[src/rtl/host_req_axil_sequencer.sv]
`default_nettype none
// ============================================================================
// host_req_axil_sequencer: one-at-a-time host register request -> AXI-Lite
// master, with per-state timeout and a sticky error flag.
// Revision: 1.0
// ============================================================================
module host_req_axil_sequencer #(
  parameter int ADDR_BITS      = 16,
  parameter int DATA_BITS      = 32,
  parameter int TIMEOUT_CYCLES = 1024
) (
  input  logic                 clock,
  input  logic                 reset,
  input  logic                 host_req_valid,
  input  logic                 host_req_opcode,
  input  logic [ADDR_BITS-1:0] host_req_addr,
  input  logic [DATA_BITS-1:0] host_req_value,
  output logic                 host_req_deq,
  output logic                 host_resp_valid,
  output logic [DATA_BITS-1:0] host_resp_bits,
  output logic                 m_aw_valid,
  input  logic                 m_aw_ready,
  output logic [ADDR_BITS-1:0] m_aw_addr,
  output logic                 m_w_valid,
  input  logic                 m_w_ready,
  output logic [DATA_BITS-1:0] m_w_data,
  output logic [3:0]           m_w_strb,
  input  logic                 m_b_valid,
  output logic                 m_b_ready,
  input  logic [1:0]           m_b_resp,
  output logic                 m_ar_valid,
  input  logic                 m_ar_ready,
  output logic [ADDR_BITS-1:0] m_ar_addr,
  input  logic                 m_r_valid,
  output logic                 m_r_ready,
  input  logic [DATA_BITS-1:0] m_r_data,
  input  logic [1:0]           m_r_resp,
  output logic                 busy,
  output logic                 err
);

  localparam int CW = $clog2(TIMEOUT_CYCLES + 1);
  localparam logic [DATA_BITS-1:0] C_TMO_DATA = DATA_BITS'(32'hDEADBEEF);

  typedef enum logic [2:0] {
    S_IDLE    = 3'd0,
    S_WR_REQ  = 3'd1,
    S_WR_RESP = 3'd2,
    S_RD_REQ  = 3'd3,
    S_RD_DATA = 3'd4
  } state_t;

  state_t                 state_q, state_d;
  logic [ADDR_BITS-1:0]   addr_q, addr_d;
  logic [DATA_BITS-1:0]   data_q, data_d;
  logic                   aw_done_q, aw_done_d;
  logic                   w_done_q, w_done_d;
  logic                   resp_valid_q, resp_valid_d;
  logic [DATA_BITS-1:0]   resp_bits_q, resp_bits_d;
  logic                   err_q, err_d;
  logic [CW-1:0]          tmo_q, tmo_d;
  logic                   timeout, aw_hs, w_hs;

  always_ff @(posedge clock) begin
    if (reset) begin
      state_q      <= S_IDLE;
      addr_q       <= '0;
      data_q       <= '0;
      aw_done_q    <= 1'b0;
      w_done_q     <= 1'b0;
      resp_valid_q <= 1'b0;
      resp_bits_q  <= '0;
      err_q        <= 1'b0;
      tmo_q        <= '0;
    end else begin
      state_q      <= state_d;
      addr_q       <= addr_d;
      data_q       <= data_d;
      aw_done_q    <= aw_done_d;
      w_done_q     <= w_done_d;
      resp_valid_q <= resp_valid_d;
      resp_bits_q  <= resp_bits_d;
      err_q        <= err_d;
      tmo_q        <= tmo_d;
    end
  end

  always_comb begin
    state_d      = state_q;
    addr_d       = addr_q;
    data_d       = data_q;
    aw_done_d    = aw_done_q;
    w_done_d     = w_done_q;
    resp_valid_d = 1'b0;
    resp_bits_d  = resp_bits_q;
    err_d        = err_q;
    host_req_deq = 1'b0;
    m_aw_valid   = 1'b0;
    m_w_valid    = 1'b0;
    m_b_ready    = 1'b0;
    m_ar_valid   = 1'b0;
    m_r_ready    = 1'b0;
    aw_hs        = 1'b0;
    w_hs         = 1'b0;
    // The abort cycle itself masks all handshakes so no transfer races the abort.
    timeout      = (state_q != S_IDLE) && (tmo_q == CW'(TIMEOUT_CYCLES - 1));

    case (state_q)
      S_IDLE: begin
        host_req_deq = host_req_valid;
        if (host_req_valid) begin
          addr_d    = host_req_addr;
          data_d    = host_req_value;
          aw_done_d = 1'b0;
          w_done_d  = 1'b0;
          state_d   = host_req_opcode ? S_WR_REQ : S_RD_REQ;
        end
      end
      S_WR_REQ: begin
        m_aw_valid = !aw_done_q && !timeout;
        m_w_valid  = !w_done_q && !timeout;
        aw_hs      = m_aw_valid && m_aw_ready;
        w_hs       = m_w_valid && m_w_ready;
        if (aw_hs) aw_done_d = 1'b1;
        if (w_hs)  w_done_d  = 1'b1;
        if ((aw_done_q || aw_hs) && (w_done_q || w_hs)) state_d = S_WR_RESP;
      end
      S_WR_RESP: begin
        m_b_ready = !timeout;
        if (m_b_valid && m_b_ready) begin
          state_d = S_IDLE;
          if (m_b_resp != 2'b00) err_d = 1'b1;
        end
      end
      S_RD_REQ: begin
        m_ar_valid = !timeout;
        if (m_ar_valid && m_ar_ready) state_d = S_RD_DATA;
      end
      S_RD_DATA: begin
        m_r_ready = !timeout;
        if (m_r_valid && m_r_ready) begin
          resp_valid_d = 1'b1;
          resp_bits_d  = m_r_data;
          state_d      = S_IDLE;
          if (m_r_resp != 2'b00) err_d = 1'b1;
        end
      end
      default: state_d = S_IDLE;
    endcase

    if (timeout) begin
      state_d = S_IDLE;
      err_d   = 1'b1;
      if (state_q == S_RD_REQ || state_q == S_RD_DATA) begin
        resp_valid_d = 1'b1;
        resp_bits_d  = C_TMO_DATA;
      end
    end

    tmo_d = (state_q == S_IDLE || state_d != state_q) ? '0 : tmo_q + CW'(1);
  end

  assign host_resp_valid = resp_valid_q;
  assign host_resp_bits  = resp_bits_q;
  assign m_aw_addr       = addr_q;
  assign m_ar_addr       = addr_q;
  assign m_w_data        = data_q;
  assign m_w_strb        = 4'hF;
  assign busy            = (state_q != S_IDLE);
  assign err             = err_q;

endmodule
`default_nettype wire

[config.mk]
export PLATFORM = sky130hd
export DESIGN_NAME = host_req_axil_sequencer
export DESIGN_NICKNAME = d
export VERILOG_FILES = /design/src/rtl/host_req_axil_sequencer.sv
export SDC_FILE = /design/constraint.sdc
export NUM_CORES = 1
export LEC_CHECK = 0
export BUFFER_PORTS_ARGS = -buffer_cell sky130_fd_sc_hd__buf_2
export CORE_AREA = 4 4 110 91
export DETAILED_ROUTE_END_ITERATION = 16
export DIE_AREA = 0 0 114 95
export PLACE_DENSITY_LB_ADDON = 0.12
export SYNTH_ARGS = -nofsm -noshare
export SYNTH_HDL_FRONTEND = slang
export SYNTH_SLANG_ARGS = --single-unit
[constraint.sdc]
create_clock -name clock -period 2.95 [get_ports clock]
set_input_delay 0.59 -clock clock [delete_from_list [all_inputs] [get_ports clock]]
set_output_delay 0.59 -clock clock [all_outputs]
set_load 0.03 [all_outputs]
Word level (Yosys, flattened, before mapping)
Index checks and enable logic that the tools add are counted.

cells by class
  muxes and demuxes = 33
  reductions and logical operators = 27
  $add $sub $neg = 1
  equal/unequal tests = 13

operators with widths
  cell                                                    count
  two-way mux 32 bit                                      4
  two-way mux 1 bit                                       18
  two-way mux 3 bit                                       6
  one-hot mux 3 bit (5 select lines)                      1
  != test 3 bit (second input constant)                   4
  adder 11 x 1 -> 11 bit (second input constant)          1
  equality test 11 x 10 -> 1 bit (second input constant)  1
  logical AND 1 bit                                       9
  equality test 3 x 2 -> 1 bit (second input constant)    2
  != test 2 bit (second input constant)                   3
  one-hot mux 1 bit (2 select lines)                      3
  AND reduction 3 bit                                     2
  nonzero test 2 bit                                      3
  nonzero test 3 bit                                      2
  AND reduction 5 bit                                     1
  logical OR 1 bit                                        4
  equality test 3 x 1 -> 1 bit (second input constant)    1
  equality test 3 bit (second input constant)             1
  zero test 1 bit                                         3
  zero test 3 bit                                         1
  != test 3 bit                                           1
  two-way mux 2 bit                                       1
  AND reduction 2 bit                                     1
  OR reduction 2 bit                                      1

storage, ports and cells
  bits in registers = 98

Longest topological paths before layout
  depth after elaboration = 13
  gate-level depth with buffers = 8
  depth with buffers taken out = 6

Worst setup path before layout
OpenSTA, ideal clock, no wires.

  kind = input to output
  from = in host_req_valid
  to = out host_req_deq
  required time = 2.360 ns
  slack = 0.643 ns
  buffers on the path = 2
  stages on the path = 4
  arrival = 1.717 ns
  cells stage by stage = or4b_1 > buf_2 > inv_1 > clkbuf_1

between the ends
  cells in the longest elaborated chain, start to end = 1

ends and longest elaborated chain
  item               RTL line  source
  start, declared    14        input logic host_req_valid,
  two-way mux 1 bit  108       case (state_q)
  end, declared      18        output logic host_req_deq,

No other way between the ends.

Worst setup path in the final report
  from = reg tmo_q[0]
  to = out m_r_ready

between the ends
  cells in the longest elaborated chain, start to end = 4

ends and longest elaborated chain
  item                            RTL line  source
  start, declared                 61        logic [CW-1:0] tmo_q, tmo_d;
  start signal, assigned          84        tmo_q <= tmo_d;
  equality test 11 x 10 -> 1 bit  106       timeout = (state_q != S_IDLE) && (tmo_q == CW'(TIMEOUT_CYCLES - 1));
  logical AND 1 bit               106
  zero test 1 bit                 140       m_r_ready = !timeout;
  two-way mux 1 bit               108
  end, declared                   35        output logic m_r_ready,

No other way between the ends.

==> flow_summary.toml <==
[die]
dieArea_mm2 = 0.01083
row_count = 31
io_pins = 202
core_area_mm2 = 0.008921
initial_core_util = 0.4522
die_h_um = 95
die_w_um = 114

[timing]
report.final.setup_viol = 0
finalCritPeriodShare = 0.9462
max_freq_ghz = 0.3583
worst_pin_slew_ns = 0.8473
fin_tns_setup_ns = 0
finalCriticalPeriod_ns = 2.791
maxSlewHeadroom = 0.4329
skew_ns = 0.005922
finalHoldViolCount = 0
rsz0062_at_grt = "false"
slew_violations = 0

[setup_path]
reg2reg_slack_ns = 0.28
critPathMaxFanout = 6
cp-end-kind = "output pin"
required_ns = 2.36
worstSetupPathType = "reg2out"
worstPathArrival_ns = 2.20
r2r-start = "state_q[1]"
slowest_delay_ns = 0.62
timing.critical_path.slowest_stage_cell = "or4_4"
reg2reg_depth = 5
crit_path_cell_trace = "ha_1, nand4_1, or4_4, and2_1, buf_2"
startpoint_type = "flip-flop"
r2r_end = "tmo_q[10]"
cp.buffers_inverters = 1
cp_top_family = "simple AND/OR/NAND/NOR gates"

[route]
drt_drc_violations_left = 0
drtIter0Drc = 148
vias_per_cell = 4.959
ant_nets = 0
vias = 3903
wirelength_um = 11170
firstDrtPassIters = 4
wl_per_cell_um = 14.19

[grt]
grt_max_degree = 59
overflow = 0
grt_use_met3 = 0.08264
grt_pass1_wl_um = 17480
met1_usage = 0.2478
grt_use_met2 = 0.3182
gr-usage-all-layers = 0.1996
grt_most_used_layer = "met2"
grt_pass1_vias = 3719
antenna_found_initial = 0

[min_path]
hold_end = "m_w_data[5]"
holdPathStages = 2
hold_path_class = "reg2reg"
hp-start = "m_w_data[5]"

[yosys]
synth_top_area_frac = 0.4864
synth_cell_types = 46
syn_inst = 505
ys_ff_latch = 98
synth_warnings = 0
synth_top_flop_cell = "dfxtp_1"
synthTopCellsByCount = "167 x nand2_1, 98 x dfxtp_1, 60 x a21oi_1"
syn_area_mm2 = 0.004034
yosys.area.top_type = "dfxtp_1"
netlist_top_cells_area = "dfxtp_1 49%, nand2_1 16%, a21oi_1 7.4%, a31oi_1 3.9%, buf_4 3.7%"
yosysMostFrequentCell = "nand2_1"
syn_area_per_cell_um2 = 7.988
async_flop_share = 0
yosysSeqAreaShare = 0.4864
synth_edf_count = 0

[clock_tree]
ctsResizeCount = 0
cts_tree = "done"
h-tree-depth = 3
cts.clk_slew.worst_paths_ns = 0.07
hold_buffers = 0
clock_latency_ns = 0.34
cts.sinks = 98
post_cts_buffers = 0
root_buffer = "clkbuf_16"
cts_buffers = 9
cts_buffer_depth = 2

[power_and_ir_drop]
p_int_mw = 2.216
irDropWorstVdd_mv = 0.3636
combPwrFrac = 0.180
p_switching_mw = 0.9432
clock_power_share = 0.367
swShare = 0.2986
seqPwrFrac = 0.453
p_leak_nw = 2.382
p_per_area_mw_per_mm2 = 604.8

[cells_and_area]
stdcell_count = 787
drive_gt1_frac = 0.3438
fillers = 849
antenna-diode-count = 0
fin_nets = 761
area_growth_pct = 29.50
fin_util = 0.5856

[placed_design]
dpl.cell_count = 771
hpwl_um = 8158
io_buffers = 197
place.gp.congestion = 0.8730

[run]
max_cap_viol_count = 0

[status]
status = "completed"
==> worst max-delay path by stage <==
stage | cells past startpoint | to | slack (ns) | startpoint
CTS | 5 | m_w_valid | 0.10 | tmo_q[0]
global route | 4 | m_ar_valid | 0.009 | state_q[1]
global placement | 5 | m_r_ready | 0.51 | tmo_q[0]
floorplan | 4 | host_req_deq | 0.64 | host_req_valid
detailed placement | 5 | tmo_q[10] | 0.45 | state_q[1]
finish | 5 | m_r_ready | 0.16 | tmo_q[0]
==> sequential cells by signal, summed over array words and instances (netlist names) <==
name and count:
host_resp_valid 1, w_done_q 1, m_ar_addr 16, tmo_q 11, m_w_data 32, host_resp_bits 32
aw_done_q 1, state_q 3, err 1
==> cell type report <==
type	count	area [um^2]	area share
Inverter	9	33.78	0.006467
Tap cell	115	143.9	0.02754
Sequential cell	98	1962	0.3756
Timing Repair Buffer	204	1039	0.1988
Clock buffer	9	225.2	0.04311
Clock inverter	7	70.07	0.01341
Multi-Input combinational cell	345	1750	0.3351
==> cells in the final DEF, fill, tap and decap left out, types with 7 or more instances in the layout <==
cell and n:
a211oi_1 11, a21oi_1 60, a31oi_1 25, buf_2 197
buf_4 7, clkbuf_16 9, dfxtp_1 98, inv_1 9
nand2_1 167, nand3_1 7, nor2_1 13, nor3_1 8
==> metal layers <==
metal  vias up  routed length, um
li1       1990                  -
met1      1781               4673
met2       120               5359
met3        12               1037
met4         0                 99
met5         -                  0
==> tightest hold or removal path: cells and delay by family, from the launching register on <==
family	cells	cell delay, ns
flip-flops	1	0.31
AND/OR/NAND/NOR	1	0.05
AO/OA/AOI/OAI	1	0.05
==> per-stage QoR <==
| stage | power, mW | instance area, um^2 | hold slack [ns] | setup slack [ns] |
|---|---|---|---|---|
| 2_1_floorplan | 1.873 | 4045 | 0.4437 | 0.6433 |
| 3_3_place_gp | 2.022 | 4916 | 0.4378 | 0.5109 |
| 3_5_place_dp | 2.030 | 4916 | 0.4430 | 0.4478 |
| 4_1_cts | 3.197 | 5211 | 0.4523 | 0.1043 |
| 5_1_grt | 3.302 | 5224 | 0.4706 | 0.009270 |
| 6_report | 3.159 | 5224 | 0.4515 | 0.1587 |
==> logic make-up (layout without fill, tap and decap cells) <==
kind of cell,count (synthesis),count (layout),synth area share
compound gates,116,116,0.1746
xor+xnor,9,9,0.01954
fa+ha+maj,2,2,0.005583
buf+inv,65,229,0.08654
flops,98,98,0.4864
mux,1,1,0.002791
other cells,1,4,0.0009296
simple gates,213,213,0.2236
==> power by group through the flow <==
stage          logic, mW  clock network [mW]  registers [mW]
2_1_floorplan      0.312                   0            1.56
3_3_place_gp       0.565                   0            1.46
3_5_place_dp       0.571                   0            1.46
4_1_cts            0.572                1.19            1.43
5_1_grt            0.618                1.25            1.44
6_report           0.570                1.16            1.43
Note: power is estimated with default switching activity, not from simulation.
